**src/rtl/ram_arbiter.sv**
```systemverilog
// Two-port round-robin / fixed-priority sequencer in front of a single-port RAM with negedge write.
// Optional atomic ownership via RAM_ARBITER_LOCK_EN adds the p0_lock/p1_lock inputs.
module ram_arbiter #(
  parameter int DATA_WIDTH  = 32,
  parameter int ADDR_WIDTH  = 16,
  parameter int ROUND_ROBIN = 1
) (
  input  logic                  clk,
  input  logic                  reset_n,
  input  logic                  p0_req,
  input  logic                  p0_we,
  input  logic [ADDR_WIDTH-1:0] p0_addr,
  input  logic [DATA_WIDTH-1:0] p0_wdata,
  output logic                  p0_ack,
  input  logic                  p1_req,
  input  logic                  p1_we,
  input  logic [ADDR_WIDTH-1:0] p1_addr,
  input  logic [DATA_WIDTH-1:0] p1_wdata,
  output logic                  p1_ack,
`ifdef RAM_ARBITER_LOCK_EN
  input  logic                  p0_lock,
  input  logic                  p1_lock,
`endif
  output logic [DATA_WIDTH-1:0] rdata,
  output logic [ADDR_WIDTH-1:0] ram_address,
  output logic [DATA_WIDTH-1:0] ram_in,
  output logic                  ram_is_write,
  input  logic [DATA_WIDTH-1:0] ram_out,
  output logic                  busy,
  output logic                  grant
);

  typedef enum logic [1:0] {IDLE, ACCESS, DONE} state_t;

  state_t                  state_q;
  logic                    grant_q;
  logic                    last_grant_q;
  logic                    we_q;
  logic                    p0_ack_q;
  logic                    p1_ack_q;
  logic [ADDR_WIDTH-1:0]   addr_q;
  logic [DATA_WIDTH-1:0]   wdata_q;
  logic [DATA_WIDTH-1:0]   rdata_q;

  logic                    any_req_d;
  logic                    winner_d;
  logic                    owned_d;

`ifdef RAM_ARBITER_LOCK_EN
  logic owner_valid_q;
  logic owner_q;
  logic [1:0] lock_vec;

  assign lock_vec = {p1_lock, p0_lock};
  // Ownership is already considered released at an IDLE edge where the owner's lock is low.
  assign owned_d  = owner_valid_q & lock_vec[owner_q];
`else
  assign owned_d  = 1'b0;
`endif

  always_comb begin
    any_req_d = p0_req | p1_req;
    if (p0_req && p1_req) begin
      winner_d = (ROUND_ROBIN != 0) ? ~last_grant_q : 1'b0;
    end else begin
      winner_d = p1_req;
    end
`ifdef RAM_ARBITER_LOCK_EN
    if (owned_d) begin
      any_req_d = owner_q ? p1_req : p0_req;
      winner_d  = owner_q;
    end
`endif
  end

  always_ff @(posedge clk or negedge reset_n) begin
    if (!reset_n) begin
      state_q      <= IDLE;
      grant_q      <= 1'b0;
      last_grant_q <= 1'b1;
      we_q         <= 1'b0;
      p0_ack_q     <= 1'b0;
      p1_ack_q     <= 1'b0;
      addr_q       <= '0;
      wdata_q      <= '0;
      rdata_q      <= '0;
`ifdef RAM_ARBITER_LOCK_EN
      owner_valid_q <= 1'b0;
      owner_q       <= 1'b0;
`endif
    end else begin
      case (state_q)
        IDLE: begin
          p0_ack_q <= 1'b0;
          p1_ack_q <= 1'b0;
`ifdef RAM_ARBITER_LOCK_EN
          owner_valid_q <= owned_d;
`endif
          if (any_req_d) begin
            grant_q <= winner_d;
            addr_q  <= winner_d ? p1_addr  : p0_addr;
            wdata_q <= winner_d ? p1_wdata : p0_wdata;
            we_q    <= winner_d ? p1_we    : p0_we;
            if (!owned_d) begin
              last_grant_q <= winner_d;
            end
            state_q <= ACCESS;
          end else begin
            we_q <= 1'b0;
          end
        end
        ACCESS: begin
          // For writes the combinational read already reflects the negedge commit.
          rdata_q  <= ram_out;
          p0_ack_q <= ~grant_q;
          p1_ack_q <= grant_q;
          we_q     <= 1'b0;
          state_q  <= DONE;
        end
        DONE: begin
          p0_ack_q <= 1'b0;
          p1_ack_q <= 1'b0;
`ifdef RAM_ARBITER_LOCK_EN
          owner_valid_q <= lock_vec[grant_q];
          owner_q       <= grant_q;
`endif
          state_q  <= IDLE;
        end
        default: begin
          p0_ack_q <= 1'b0;
          p1_ack_q <= 1'b0;
          we_q     <= 1'b0;
          state_q  <= IDLE;
        end
      endcase
    end
  end

  assign p0_ack       = p0_ack_q;
  assign p1_ack       = p1_ack_q;
  assign rdata        = rdata_q;
  assign ram_address  = addr_q;
  assign ram_in       = wdata_q;
  assign ram_is_write = we_q;
  assign busy         = (state_q != IDLE);
  assign grant        = grant_q;

endmodule

```
**config.mk**
```make
export PLATFORM = sky130hd
export DESIGN_NAME = ram_arbiter
export DESIGN_NICKNAME = d
export VERILOG_FILES = /design/src/rtl/ram_arbiter.sv
export SDC_FILE = /design/constraint.sdc
export NUM_CORES = 1
export LEC_CHECK = 0
export BUFFER_PORTS_ARGS = -buffer_cell sky130_fd_sc_hd__buf_2
export CORE_MARGIN = 1.5
export CORE_UTILIZATION = 40
export DETAILED_ROUTE_END_ITERATION = 7
export GPL_ROUTABILITY_DRIVEN = 1
export PLACE_DENSITY = 0.77
export RECOVER_POWER = 50
export SYNTH_ARGS = -nofsm -noshare
export SYNTH_HDL_FRONTEND = slang
export SYNTH_SLANG_ARGS = --single-unit
```
**constraint.sdc**
```tcl
create_clock -name clk -period 1.4 [get_ports clk]
set_clock_uncertainty 0.15 [all_clocks]
set_input_delay 0.07 -clock clk [delete_from_list [all_inputs] [get_ports clk]]
set_output_delay 0.07 -clock clk [all_outputs]
set_load 0.01 [all_outputs]
```
==> results by group <==
Timing
  – Setup_tns: -13.82 ns
  – Final setup fails: 88
  – Max-slew headroom at the worst pin: 0.556
  – Setup repair after global routing missed its margin: yes
  – Worst hold slack: 0.151 ns
  – Slew Limit Fails: 0
  – Post-layout minimum cycle time: 1.63 ns
  – Worst Tran Pin Value: 0.666 ns
  – Fmax: 613 MHz
  – Worst setup margin: -0.232 ns
  – Crit share post-route: 1.17
  – Final hold vios: 0

Worst setup path
  – CP Buf/Inv Count: 4
  – Crit path launch type: register
  – Crit path largest cell delay: 0.40 ns
  – WS Path Type: register to register
  – CP max-delay cell: dfrtp_1
  – Crit-path cells: buf_4, buf_6, or2b_4, inv_8, clkbuf_16, nand2_2, nand2_1
  – CP endpoint kind: register
  – Max FO, Critical Path: 8
  – Critical Path RT: 1.48 ns
  – Worst Path Arrival: 1.71 ns
  – Crit path max-delay family: buffers and inverters

Synthesis
  – Netlist cell types: 17
  – Synthesized flop and latch total: 87
  – Warning count from the yosys run: 0
  – Simple-Gate Fraction of Synth Area: 0.106
  – Synth Area in Adders: 0
  – Post-synthesis compound-gate area fraction: 0.137
  – Seq/Total Area, Yosys: 0.578
  – Post-Syn Area: 0.00377 mm2
  – Top post-synthesis cells by area: dfrtp_1, mux2i_1, nand2_1
  – Synth area leader: dfrtp_1
  – Largest family of logic cells by synthesized area: compound AO/OA/AOI/OAI gates
  – Post-Synth XOR/XNOR Area: 0
  – Mean Syn Cell Area: 10.1 um2
  – Share of the synthesized area in the top cell type: 0.571
  – Mux contribution to synthesized area: 0.130
  – Syn_nets: 507
  – Synthesized instance count: 373

Final layout
  – Commonest cells after routing, fill and taps aside: buf_2, dlygate4sd3_1, dfrtp_1
  – Post-Layout Inst Area: 0.00722 mm2
  – Final core utilization: 0.785
  – Synth-to-layout area growth: 91.6%
  – Layout net count: 874
  – Most common cell after layout, fill and taps aside: buf_2
  – Share of layout cells above drive strength 1: 0.438
  – Non-filler cells, final: 857

Drt
  – WL/cell: 18.9 um
  – # DRC: 0
  – Via density: 5.28
  – 1st-iter DRT viols: 171
  – Drt total wl: 16.2 mm
  – 1st-pass router iterations: 4
  – DR vias: 4528
  – Final ANT Viol Nets: 0

Floorplanning
  – Core area: 0.00920 mm2
  – Initial Utilization: 0.410
  – Die X: 100 um
  – Area of the die: 0.0100 mm2
  – Die H: 100 um
  – I/O pin cnt: 219
  – # rows: 35

Pwr
  – Peak supply drop: 989 uV
  – Register share of total power: 0.317
  – Clock power share: 0.161
  – Comb pwr share: 0.522
  – Internal: 8.54 mW
  – P_leak: 3.77 nW
  – Net Sw Power: 5.42 mW
  – Power Density: 1930 mW/mm2
  – Sw Share: 0.388
  – Total power: 14.0 mW

Outcome
  – Status: finished, violations left
  – Violated checks: setup timing

Clocking
  – CTS HTree Levels: 3
  – Clk sinks: 87
  – Clock latency on the worst-skew pair: 0.34 ns
  – CTS buffer count: 9
  – Root Driver: clkbuf_8
  – CTS tree: built
  – Clock-pin slew on the worst setup and hold paths: 0.09 ns
  – CTS Buffer Depth: 2

Place
  – Post-Place Setup Slack: -0.160 ns
  – GP Congestion: 0.740
  – HPWL Detailed: 7.36 mm
  – Port bufs: 218
  – Dpl cell area: 0.00503 mm2
  – Placed Cells: 688

GRT
  – Largest net degree at the start of global routing: 51
  – All-Layer GR Usage: 0.290
  – Vias in the first global route: 4659
  – Initial antenna violation count: 1
  – Grt ovf: 0
  – First-pass GRT wire length: 22.4 mm

Hold path
  – Hold crit path type: input port to async pin

Job
  – Max Cap Violations: 0
-- state kept, by name, indices dropped and copies added (netlist names) --
name,count
ram_in,32
rdata,32
ram_address,16
state_q,2
grant,1
last_grant_q,1
p0_ack,1
p1_ack,1
ram_is_write,1
-- routing by layer --
metal  wire, um  share of wire  track usage  up-vias
met1       5950           0.37        0.301     2169
met4        915          0.056        0.179        0
met3       1140          0.070       0.0710       77
met2       8230           0.51        0.526      276
met5          0              0            0        -
li1           -              -            -     2006
-- cells by family after synthesis --
kind of cell | Yosys count
buffers and inverters | 32
AND/OR/NAND/NOR | 103
multiplexers | 49
AO/OA/AOI/OAI | 102
flip-flops | 87
-- power by group through the flow --
stage | sequential (mW) | clock (mW) | combinational [mW]
floorplan | 4.92 | 0 | 2.31
global placement | 4.34 | 0 | 4.77
detailed placement | 4.37 | 0 | 4.93
CTS | 4.34 | 2.29 | 5.67
global route | 4.54 | 2.39 | 7.77
finish | 4.42 | 2.25 | 7.29
-- final timing paths --
| path | depth (start not counted) | to | slack (ns) | start |
|---|---|---|---|---|
| min reg2reg | 2 | rdata[28] | 0.33 | rdata[28] |
| min in group clk | 5 | state_q[0] | 0.20 | p0_req |
| max reg2reg | 7 | rdata[17] | -0.23 | state_q[0] |
| max | 7 | rdata[17] | -0.23 | state_q[0] |
| max in group asynchronous | 3 | ram_in[17] | 0.11 | reset_n |
| min | 2 | rdata[16] | 0.15 | reset_n |
-- cell usage after synthesis --
cell type and count:
a21bo_2 1, buf_6 7, mux2i_1 49, nor2_1 2
o21ai_0 52, and2_1 1, o22ai_1 1, inv_1 1
clkbuf_1 14, or2_1 2, clkinv_1 1, nand2_1 97
o21ai_1 48, or2b_1 1, dfrtp_1 86, buf_2 9
dfstp_2 1
-- final cells by class --
type | instances | area, um2
repair buffers | 386 | 3010
flip-flops and latches | 87 | 2180
fillers | 541 | 1980
multi-input cells | 254 | 1620
well taps | 111 | 139
clock inverters | 6 | 133
clock buffers | 10 | 128
inverters | 2 | 15.0
diodes | 1 | 2.50
-- repair_timing --
action                                  CTS  global route
buffers inserted                          4             4
hold buffers                            131             0
cloned                                    3            10
pin swaps                                 9            15
resized for setup                        19            74
hold endpoints to repair                168             0
endpoints found under the setup margin   54            85
Note: power is estimated with default switching activity, not from simulation.
